===== src/rtl/ahb_pkg.sv =====
// Shared AHB encodings, master id type and arbiter state enum for the
// two-master AHB-Lite arbiter.
package ahb_pkg;

  localparam logic [1:0] HTRANS_IDLE   = 2'b00;
  localparam logic [1:0] HTRANS_BUSY   = 2'b01;
  localparam logic [1:0] HTRANS_NONSEQ = 2'b10;
  localparam logic [1:0] HTRANS_SEQ    = 2'b11;

  // bit0 = data port master, bit1 = instruction fetch master
  typedef logic mid_t;

  localparam int AHB_MAX_HOLD = 16;

  typedef enum logic {
    PARK = 1'b0,
    OWN  = 1'b1
  } arb_state_e;

endpackage


===== src/rtl/ahb_arb_rr.sv =====
// Two-way round-robin picker: a lone requester wins outright, a tie goes
// to the master named by the pointer.
module ahb_arb_rr
  import ahb_pkg::*;
(
  input  logic [1:0] req,
  input  mid_t       ptr,
  output mid_t       win
);

  always_comb begin
    win = ptr;
    if (req[0] && !req[1]) win = 1'b0;
    else if (req[1] && !req[0]) win = 1'b1;
  end

endmodule


===== src/rtl/ahb_arbiter.sv =====
// Two-master AHB arbiter with bus parking, round-robin tie break, a per-tenure
// transfer limit and lock support; muxes address and write-data phases.
module ahb_arbiter
  import ahb_pkg::*;
#(
  parameter int ADDR_W         = 32,
  parameter int DATA_W         = 32,
  parameter int DEFAULT_MASTER = 1,
  parameter int MAX_HOLD       = AHB_MAX_HOLD
) (
  input  logic              hclk,
  input  logic              hresetn,
  input  logic [1:0]        hbusreq_m,
  input  logic [1:0]        hlock_m,
  input  logic [ADDR_W-1:0] haddr_m0,
  input  logic [ADDR_W-1:0] haddr_m1,
  input  logic [1:0]        htrans_m0,
  input  logic [1:0]        htrans_m1,
  input  logic              hwrite_m0,
  input  logic              hwrite_m1,
  input  logic [2:0]        hsize_m0,
  input  logic [2:0]        hsize_m1,
  input  logic [DATA_W-1:0] hwdata_m0,
  input  logic [DATA_W-1:0] hwdata_m1,
  input  logic              hready,
  output logic [1:0]        hgrant_m,
  output logic              hmaster,
  output logic              hmaster_d,
  output logic              hmastlock,
  output logic [ADDR_W-1:0] haddr,
  output logic [1:0]        htrans,
  output logic              hwrite,
  output logic [2:0]        hsize,
  output logic [DATA_W-1:0] hwdata
);

  localparam mid_t       DEF_M    = mid_t'(DEFAULT_MASTER);
  localparam logic [4:0] HOLD_MAX = 5'(MAX_HOLD);

  arb_state_e state, state_nxt;
  mid_t       owner_nxt, ptr, ptr_nxt, rr_win, other;
  logic [4:0] cnt, cnt_nxt, cnt_acc;
  logic       lock_nxt, armed, start, arb_pt, xfer;

  function automatic logic [4:0] sat_inc(input logic [4:0] v);
    return (v >= HOLD_MAX) ? HOLD_MAX : v + 5'd1;
  endfunction

  assign haddr  = hmaster   ? haddr_m1  : haddr_m0;
  assign htrans = hmaster   ? htrans_m1 : htrans_m0;
  assign hwrite = hmaster   ? hwrite_m1 : hwrite_m0;
  assign hsize  = hmaster   ? hsize_m1  : hsize_m0;
  assign hwdata = hmaster_d ? hwdata_m1 : hwdata_m0;

  assign other  = ~hmaster;
  assign xfer   = (htrans == HTRANS_NONSEQ) || (htrans == HTRANS_SEQ);
  // armed keeps the first edge after reset release decision-free
  assign arb_pt = armed && hready && (htrans != HTRANS_SEQ) && (htrans != HTRANS_BUSY);

  ahb_arb_rr u_rr (
    .req (hbusreq_m),
    .ptr (ptr),
    .win (rr_win)
  );

  always_comb begin
    state_nxt = state;
    owner_nxt = hmaster;
    ptr_nxt   = ptr;
    cnt_nxt   = cnt;
    lock_nxt  = hmastlock;
    start     = 1'b0;
    cnt_acc   = xfer ? sat_inc(cnt) : cnt;
    if (hready) begin
      if (arb_pt) begin
        case (state)
          PARK: begin
            if (|hbusreq_m) begin
              state_nxt = OWN;
              owner_nxt = rr_win;
              start     = 1'b1;
            end
          end
          OWN: begin
            if (hbusreq_m[hmaster]) begin
              // the transfer accepted this cycle counts toward the limit
              if (hbusreq_m[other] && !hlock_m[hmaster] && cnt_acc == HOLD_MAX) begin
                owner_nxt = other;
                start     = 1'b1;
              end
            end else if (hbusreq_m[other]) begin
              owner_nxt = other;
              start     = 1'b1;
            end else begin
              state_nxt = PARK;
              owner_nxt = DEF_M;
            end
          end
          default: ;
        endcase
      end
      cnt_nxt  = (state_nxt == OWN && !start) ? cnt_acc : 5'd0;
      if (start || owner_nxt != hmaster) ptr_nxt = ~owner_nxt;
      lock_nxt = (state_nxt == OWN) && hlock_m[owner_nxt];
    end
  end

  always_ff @(posedge hclk or negedge hresetn) begin
    if (!hresetn) begin
      state     <= PARK;
      hmaster   <= DEF_M;
      hmaster_d <= DEF_M;
      hgrant_m  <= {DEF_M, ~DEF_M};
      hmastlock <= 1'b0;
      ptr       <= 1'b0;
      cnt       <= 5'd0;
      armed     <= 1'b0;
    end else begin
      state     <= state_nxt;
      hmaster   <= owner_nxt;
      hgrant_m  <= {owner_nxt, ~owner_nxt};
      hmastlock <= lock_nxt;
      ptr       <= ptr_nxt;
      cnt       <= cnt_nxt;
      armed     <= 1'b1;
      if (hready) hmaster_d <= hmaster;
    end
  end

endmodule


===== config.mk =====
export PLATFORM = sky130hd
export DESIGN_NAME = ahb_arbiter
export DESIGN_NICKNAME = d
export VERILOG_FILES = /design/src/rtl/ahb_pkg.sv /design/src/rtl/ahb_arb_rr.sv /design/src/rtl/ahb_arbiter.sv
export SDC_FILE = /design/constraint.sdc
export NUM_CORES = 1
export LEC_CHECK = 0
export CORE_AREA = 2 2 86 88
export DETAILED_ROUTE_END_ITERATION = 8
export DIE_AREA = 0 0 88 90
export PLACE_DENSITY = 0.88
export SLEW_MARGIN = 20
export SYNTH_ARGS = -nofsm -noshare
export SYNTH_HDL_FRONTEND = slang
export SYNTH_SLANG_ARGS = --single-unit

===== constraint.sdc =====
create_clock -name hclk -period 2.6 [get_ports hclk]
set_input_delay 0.52 -clock hclk [delete_from_list [all_inputs] [get_ports hclk]]
set_output_delay 0.52 -clock hclk [all_outputs]
set_load 0.01 [all_outputs]

---- Word-level counts from Yosys, hierarchy flattened ----
Cells that the tools add are included.
storage, ports and cells
  register bits ........................... 13
  bits of input ports ..................... 147
  output and inout port bits .............. 75
operators by class
  add/sub/neg operators ................... 1
  $lt $le $gt $ge ......................... 4
  equality and inequality tests ........... 6
  multiplexer cells ....................... 37
  bitwise logic cells ..................... 4
  reductions and logical operators ........ 17
operators by type and width
  kind                                                      number
  two-way mux 32 bit                                        2
  two-way mux 1 bit                                         27
  two-way mux 5 bit                                         3
  logical AND 1 bit                                         9
  < comparator 1 x 2 -> 1 bit, second input constant        3
  one-hot mux 1 bit (2 select lines)                        3
  adder 5 x 1 -> 5 bit, second input constant               1
  == test 5 bit, second input constant                      1
  greater-or-equal comparator 5 bit, second input constant  1
  == test 2 bit, second input constant                      2
  logical NOT 1 bit                                         4
  NOT 1 bit                                                 4
  two-way mux 3 bit                                         1
  logical OR 1 bit                                          2
  two-way mux 2 bit                                         1
  inequality test 2 x 1 -> 1 bit, second input constant     1
  inequality test 2 bit, second input constant              1
  AND reduction 2 bit                                       1
  OR reduction 2 bit                                        1
  inequality test 1 bit                                     1

---- Depth between registers and ports, before layout ----
Gate-level depths: netlist of run 1.
  word-level depth ........................ 14
  mapped depth ............................ 8

---- By module ----
From an unflattened synthesis of run 1, not the netlist that was laid out.
unflattened totals
  cells, all modules ...................... 177
  area, all modules ....................... 1,731.7 um2
modules (own cells, without submodules)
  module       instances  cells an instance  area an instance (um2)  seq. area each (um2)
  ahb_arbiter  1          175                1,716.6                 302.8
  ahb_arb_rr   1          2                  15.0                    0.0

---- Least setup slack after synthesis of run 1 ----
OpenSTA, ideal clock, no wires.
  path kind ............................... flip-flop to output port
  start point ............................. reg, netlist name hgrant_m[1]
  end point ............................... out haddr[14]
  arrival ................................. 1.854 ns
  slack ................................... 0.226 ns
  stages on the path, launching flop included .. 5
  path buffers ............................ 3
  cell sequence ........................... dfstp_2 clkbuf_8 clkbuf_1 clkbuf_1 mux2_2
RTL lines
  item       line               source
  to (decl)  ahb_arbiter.sv:30  output logic [ADDR_W-1:0] haddr,

==> flow_summary_export.csv, run 1 <==
group,metric,value,unit
outcome,status,"finished, final reports clean",
power_and_ir_drop,powerDensity,653,mW/mm^2
critical_path,start_kind,"flip-flop",
critical_path,path_max_fanout,36,
floorplanning,die_h,90,um
detailed_routing,wl_met1,3070,um
layout,drive_gt1_share,23.9,%
floorplanning,ios,222,
detailed_routing,via_per_inst,4.51,
synth,netlist_instances,176,
floorplanning,core_area,0.00702,sq mm
placement,dpl_cell_area,0.00404,sq mm
sta,drv_slew,0,
critical_path,r2r_start,"hgrant_m[1]",
detailed_routing,routed_wl,7850,um
critical_path,cpPeakStageDelay,0.64,ns
sta,relSlewSlack,65.2,%
sta,post-route-min-period,2.52,ns
run,maxCapViolCount,0,
sta,clock-skew-final,0.00292,ns
worst_hold_path,min_from,"hmastlock",
global_route,grt_antenna_before_repair,0,
global_route,grt_use_total,19.3,%
detailed_routing,drt_pass1_iterations,4,
clock_tree,cts-root-buf,"clkbuf_8",
sta,max_slew.worst_pin.slew,0.520,ns
synth,ys_types,42,
sta,fmax,396,MHz
global_route,grt_pass1_wl,12200,um
placement,dpl.hpwl,6730,um
clock_tree,cts_sinks,12,
layout,fin_area,0.00411,sq mm
synth,ys_top_cells_by_area,"mux2_2, dfrtp_1, dfstp_2",
floorplanning,start_util,23.9,%
critical_path,critPathTopFamily,"buffers and inverters",
detailed_routing,drtIter0Drc,71,
synth,avgSynthCellArea,9.54,sq um
global_route,grt_pass1_vias,2439,
floorplanning,rows,31,
synth,yosysWarnings,0,
synth,syn_nets,325,
critical_path,reg2reg_slack,0.29,ns
sta,rsz0062_at_grt,"no",
clock_tree,clock_latency,0.24,ns
detailed_routing,wl_met3,458,um
detailed_routing,wl_per_cell,15.8,um
synth,netlist_area,0.00168,sq mm
clock_tree,clkTransAtPathRegs,0.05,ns
synth,synth_common_cells,"mux2_2, dfrtp_1, clkbuf_1, inv_1, o22ai_1",
synth,ys.flop_type,"dfrtp_1",
synth,synth_top_area_cell,"mux2_2",
global_route,overflow,0,
critical_path,cp.required,2.08,ns
detailed_routing,highest_layer,"met4",
global_route,grt_max_degree,37,
clock_tree,cts_tree,"yes",
power_and_ir_drop,p_leak,1.58,nW
critical_path,critPathKind,"flip-flop to output port",
sta,fin_crit_sh,97.0,%
sta,setup_tns,0,ns
detailed_routing,drcViolationCount,0,
detailed_routing,ant_nets,0,
critical_path,worst_setup_path_end_kind,"output port",
power_and_ir_drop,power,2.68,mW
synth,yosysMostFrequentCell,"mux2_2",
critical_path,cpMaxStageDelayCell,"dfstp_2",
clock_tree,cts_hold_buf,0,
sta,hold_viol,0,
placement,globalplace.congestion,0.947,
critical_path,worstPathCellList,"buf_12 -> mux2_2 -> clkdlybuf4s50_1",
synth,synth_top_area_share,46.9,%
critical_path,startpoint,"hgrant_m[1]",
power_and_ir_drop,peakVddDrop,0.000303,V
detailed_routing,met2_length,4240,um
worst_hold_path,hold_path.class,"flip-flop to flip-flop",
floorplanning,fp.dieW,88,um
critical_path,arrival,2.00,ns
detailed_routing,vias,2236,
layout,nets,547,
layout,n_antenna_cell,0,
floorplanning,dieArea,0.00792,sq mm
clock_tree,cts_made_buffers,3,
critical_path,timing.critical_path.buf_inv,2,
clock_tree,cts_buffer_depth,2,
sta,finalSetupViolCount,0,
synth,ys_ff_latch,12,
placement,portBuffers,221,
synth,yosysSeqAreaShare,18.0,%
synth,synth_edf_count,0,
layout,area_growth,144,%
synth,synthArstFlopShare,100,%
clock_tree,htreeDepth,1,
through the flow:
| stage | util, % | hold slack [ns] | cells | setup WS (ns) |
|---|---|---|---|---|
| after floorplan | - | 0.224 | 176 | 0.226 |
| after global placement | 57.5 | 0.512 | 492 | 0.134 |
| after detailed placement | 57.5 | 0.498 | 492 | 0.0878 |
| after CTS | 58.3 | 0.529 | 496 | 0.0624 |
| after global routing | 58.5 | 0.568 | 496 | 0.00101 |
| final | 58.5 | 0.524 | 496 | 0.0776 |
worst paths after layout:
check | end | depth (start not counted)
max | haddr[24] | 3
min | hmastlock | 2
max reg2reg | hmastlock | 7
min reg2reg | hmastlock | 2
max in group asynchronous | hgrant_m[1] | 1
min in group asynchronous | state | 1
placed cells by master (no fill, tap or decap), drive strengths merged, types with 4 or more instances in the layout:
cell type and count:
o22ai 7, nand2 6, inv 10, buf 9
a21oi 4, mux2 70, nand4 4, dfrtp 10
clkbuf 4, nand3 6, mux2i 4, clkdlybuf4s50 218
nor2 4
area by class of cell:
cell class                      count  area, sq um
Fill cell                         621         2920
Timing Repair Buffer              230         2320
Multi-Input combinational cell    141         1270
Sequential cell                    12          303
Tap cell                           99          124
Clock buffer                        4         55.1
Inverter                           10         37.5
power breakdown:
part	internal (mW)	leakage, nW	switching [mW]
sequential	0.250	0.150	0.0886
clock	0.134	0.0288	0.0667
combinational	1.33	1.40	0.810
kinds of logic after synthesis:
group           after synthesis  synth area share, %
simple gates                 36                 12.9
fa+ha+maj                     2                 1.49
mux                          74                 49.3
other cells                   1                0.223
buf+inv                      23                 6.56
compound gates               28                 11.5
flops                        12                 18.0
sequential cells by signal, indices dropped and copies added (netlist names):
signal,flops
armed,1
cnt,5
hgrant_m,2
hmaster_d,1
hmastlock,1
ptr,1
state,1
worst register-to-register path: cells and delay by family (launching register included):
kind | cells | cell delay (ns)
buffers and inverters | 1 | 0.10
muxes | 2 | 0.46
and+or+nand+nor | 4 | 1.05
DFF | 1 | 0.64
timing repair:
item	4_1_cts	5_1_grt
resized for setup	0	5
setup buffers	0	0
endpoints found under the setup margin	0	2
metal layers:
layer	vias to the layer above	GRT usage [%]
li1	1102	-
met1	1029	23.5
met2	97	35.2
met3	8	3.31
met4	0	3.46
met5	-	0
Power figures use the tool's default switching activity.
==> run 2: changes to the inputs <==
Settings changed: CTS_BUF_LIST set to sky130_fd_sc_hd__clkbuf_4 sky130_fd_sc_hd__clkbuf_8 sky130_fd_sc_hd__clkbuf_16, SLEW_MARGIN 20 to unset.
==> results of run 2 <==
Same layout as run 1: the final DEF is identical, and so are final timing and power.
==> run 3: changes to the inputs <==
Settings changed: RECOVER_POWER set to 25, REMOVE_ABC_BUFFERS set to 1.
==> run 3 against run 2 <==
Cell count rose by 0.40%. Power shrank 0.74%. Flip-flop and latch count unchanged. Combinational power hardly changed.
==> flow_summary_export.csv, run 3 (synthesis results as in run 1) <==
group,metric,value,unit
outcome,status,"finished, final reports clean",
critical_path,arrival,1.94,ns
critical_path,cp.required,2.08,ns
layout,largestRegisters,"cnt: 5 flops, hgrant_m: 2 flops",
placement,portBuffers,221,
sta,worst_slack,0.137,ns
layout,postLayoutCoreUtil,58.3,%
layout,nets,549,
detailed_routing,drcViolationCount,0,
placement,globalplace.congestion,0.924,
detailed_routing,via_per_inst,4.62,
critical_path,path_max_fanout,34,
critical_path,reg2reg_depth,8,
global_route,grt_antenna_before_repair,0,
global_route,grt_use_total,19.7,%
placement,dp_slack,0.0426,ns
sta,relSlewSlack,59.9,%
floorplanning,dieArea,0.00792,sq mm
critical_path,reg2reg_to,"hmastlock",
critical_path,crit_end,"hwdata[17]",
critical_path,reg2reg_slack,0.15,ns
clock_tree,clkTransAtPathRegs,0.06,ns
clock_tree,clock_latency,0.24,ns
placement,dpl_cell_area,0.00404,sq mm
sta,finalSetupViolCount,0,
worst_hold_path,hold_path.class,"flip-flop to flip-flop",
floorplanning,fp.dieW,88,um
clock_tree,cts_made_buffers,3,
global_route,grt_pass1_wl,12200,um
layout,area_growth,144,%
floorplanning,ios,222,
sta,post-route-min-period,2.46,ns
detailed_routing,ant_nets,0,
layout,largest_reg_flops,5,
clock_tree,cts_tree,"yes",
power_and_ir_drop,power,2.66,mW
power_and_ir_drop,powerDensity,649,mW/mm^2
detailed_routing,routed_wl,8290,um
sta,fin_crit_sh,94.7,%
layout,final_cell_mix,"clkdlybuf4s50_1, mux2_2, inv_1, dfrtp_1, buf_4",
critical_path,start_kind,"flip-flop",
layout,fin_area,0.00410,sq mm
floorplanning,rows,31,
run,maxCapViolCount,0,
sta,hold_viol,0,
critical_path,critPathKind,"flip-flop to output port",
detailed_routing,wl_per_cell,16.6,um
sta,drv_slew,0,
clock_tree,cts_buffer_depth,2,
clock_tree,cts-root-buf,"clkbuf_8",
placement,dpl.hpwl,6900,um
sta,fmax,406,MHz
clock_tree,ctsResizeCount,0,
layout,drive_gt1_share,23.8,%
critical_path,worst_setup_path_end_kind,"output port",
floorplanning,die_h,90,um
power_and_ir_drop,peakVddDrop,0.000358,V
global_route,overflow,0,
power_and_ir_drop,p_leak,1.57,nW
detailed_routing,drtIter0Drc,137,
critical_path,r2r_start,"hgrant_m[1]",
layout,n_antenna_cell,0,
clock_tree,cts_sinks,12,
critical_path,startpoint,"hmaster_d",
clock_tree,htreeDepth,1,
floorplanning,start_util,23.9,%
global_route,grt_pass1_vias,2357,
sta,rsz0062_at_grt,"no",
floorplanning,core_area,0.00702,sq mm
detailed_routing,vias,2300,
sta,max_slew.worst_pin.slew,0.600,ns
layout,regMostFlops,"cnt",
detailed_routing,drt_pass1_iterations,4,
layout,final_common_cell,"clkdlybuf4s50_1",
global_route,grt_max_degree,35,
sta,clock-skew-final,0.00431,ns
-- run 3: worst min path at each step --
stage / startpoint / endpoint / slack, ns / depth (start not counted)
after floorplan: hresetn / armed / 0.22 / 0
after global placement: hmastlock / hmastlock / 0.50 / 2
after detailed placement: hmastlock / hmastlock / 0.51 / 2
after CTS: hmastlock / hmastlock / 0.53 / 2
after global routing: hmastlock / hmastlock / 0.59 / 2
final: hmastlock / hmastlock / 0.52 / 2
-- run 3: metrics by stage --
step / setup TNS, ns / hold slack (ns) / instances
after floorplan: -0.340 / 0.224 / 163
after global placement: 0 / 0.499 / 492
after detailed placement: 0 / 0.506 / 492
after CTS: 0 / 0.528 / 498
after global routing: 0 / 0.586 / 498
final: 0 / 0.521 / 498
-- run 3: power by group --
group	leakage (nW)	internal (mW)	total [mW]	switching (mW)
Clock	0.0288	0.134	0.207	0.0726
Combinational	1.39	1.32	2.14	0.824
Sequential	0.150	0.248	0.312	0.0639
-- run 3: routing by layer --
metal  global-route usage [%]  wire length, um  vias to the layer above  share of wire [%]
li1                         -                -                     1106                  -
met5                        0                0                        -                  0
met2                     36.5             4370                      135                 53
met4                     5.51              161                        0                1.9
met3                     5.51              731                       14                8.8
met1                     21.2             3020                     1045                 36
-- run 3: layout make-up --
type | count | area (sq um)
fillers | 611 | 2920
repair buffers | 232 | 2310
multi-input cells | 141 | 1270
flip-flops and latches | 12 | 303
well taps | 99 | 124
clock buffers | 4 | 55.1
inverters | 10 | 37.5
-- run 3: critical path, cell delays in order (launching register included) --
cell and delay [ns]:
dfstp_2 0.52, buf_6 0.28, mux2_2 0.37, clkdlybuf4s50_1 0.51
-- run 3: repair_timing --
action / CTS / global route
setup endpoints to repair: 1 / 0
hold buffers: 0 / 0
buffers inserted: 2 / 0
==> patch: new RTL, flow settings as in run 2 <==
Set the parameter `DATA_W` to 28 (it was 32).
--- a/src/rtl/ahb_arbiter.sv
+++ b/src/rtl/ahb_arbiter.sv
@@ -4,7 +4,7 @@
   import ahb_pkg::*;
 #(
   parameter int ADDR_W         = 32,
-  parameter int DATA_W         = 32,
+  parameter int DATA_W         = 28,
   parameter int DEFAULT_MASTER = 1,
   parameter int MAX_HOLD       = AHB_MAX_HOLD
 ) (
Ports: changed (resized hwdata, hwdata_m0 and hwdata_m1); port bits go from 222 to 210. No check against the original RTL was run, so the function may have changed too.
==> patch against run 2 <==
- power is 3.1% lower
- routed wire length fell by 5.6%
- sequential cell count unchanged
- cell area is 4.2% lower
- worst setup slack lost 3.9 ps
- synthesized area is 2.9% lower
- non-clock buffer count fell by 11
- critical path type unchanged
- critical endpoint is now htrans[0]
==> patch: results <==
export IMPL_synth_fa_ha_area_share_pct=1.53
export IMPL_antenna_found_initial=0
export IMPL_grt_pass1_wl_um=11600
export IMPL_leakage_nw=1.50
export IMPL_cts_clk_slew_worst_paths_ps=50
export IMPL_crit_fanout=13
export IMPL_clk_latency_ps=240
export IMPL_yosysSeqAreaShare_pct=18.6
export IMPL_dpl_hpwl_um=6250
export IMPL_min_delay_path_depth=2
export IMPL_synth_mux_area_fraction_pct=48.0
export IMPL_hp_class="reg2reg"
export IMPL_wl_per_cell_um=15.4
export IMPL_synthTopCellsByArea="mux2_2 46%, dfrtp_1 15%, dfstp_2 3.2%"
export IMPL_cts_setup_buffers=0
export IMPL_outcome="complete, no violations"
export IMPL_drtPass1Iterations=4
export IMPL_grt_use_total_pct=18.1
export IMPL_syn_num_nets=312
export IMPL_drive_gt1_share_pct=23.8
export IMPL_dr_total_vias=2225
export IMPL_drt_iter0_markers=68
export IMPL_ir_drop_uv=304
export IMPL_cts_root_buf="clkbuf_8"
export IMPL_synth_distinct_cells=42
export IMPL_synth_common_cells="66 x mux2_2, 10 x dfrtp_1, 9 x inv_1"
export IMPL_grt_max_degree=38
export IMPL_synth_xor_area_share_pct=0
export IMPL_io_buffers=209
export IMPL_relSlewSlack_pct=64.0
export IMPL_worstPathArrival_ps=2010
export IMPL_synth_compound_area_share_pct=11.8
export IMPL_grt_pass1_vias=2440
export IMPL_fin_skew_ps=2.84
export IMPL_cts_htree_levels=1
export IMPL_gp_congestion=0.919
export IMPL_max_stage_delay_ps=590
export IMPL_n_antenna_cell=0
export IMPL_layout_nets=524
-- patch: logic make-up (layout without fill, tap and decap cells) --
group           after synthesis  after routing
buf+inv                      22            233
fa+ha+maj                     2              2
flops                        12             12
simple gates                 36             36
mux                          70             70
compound gates               28             28
other cells                   1              1
-- patch: final timing paths --
path,startpoint,to,slack (ps)
max,hgrant_m[1],htrans[0],70
min,hmastlock,hmastlock,510
max reg2reg,hgrant_m[1],cnt[4],300
min reg2reg,hmastlock,hmastlock,510
max in group asynchronous,hresetn,hgrant_m[1],1610
min in group asynchronous,hresetn,cnt[2],630
-- patch: report_power, final --
part | switching, mW | total, mW | internal [mW]
Clock | 0.0699 | 0.204 | 0.134
Sequential | 0.0654 | 0.314 | 0.249
Combinational | 0.806 | 2.08 | 1.27
Total | 0.941 | 2.60 | 1.66
-- patch: metal layers --
layer,wire [um],part of all wire (%),track usage [%]
met5,0,0,0
met4,120,1.6,4.62
met1,2840,38,21.0
met3,423,5.7,2.57
met2,4020,54,33.9
-- patch: area by class of cell --
class                   count  area, um2
fillers                   635       3090
repair buffers            219       2190
multi-input cells         137       1220
flip-flops and latches     12        303
well taps                  99        124
clock buffers               4       55.1
inverters                  10       37.5
-- patch: worst min-delay path, delay by kind of cell (launching register included) --
kind             cells  cell delay [ps]
AND/OR/NAND/NOR      2              120
flip-flops           1              350
-- patch: metrics by stage --
stage / power, mW / cell area (um2) / instances / setup WS (ps)
global placement: 2.36 / 3880 / 477 / 112
global route: 2.75 / 3930 / 481 / 6.42
finish: 2.60 / 3930 / 481 / 73.6
floorplan: 1.33 / 1630 / 171 / 226
detailed placement: 2.39 / 3880 / 477 / 89.4
CTS: 2.62 / 3930 / 481 / 86.1
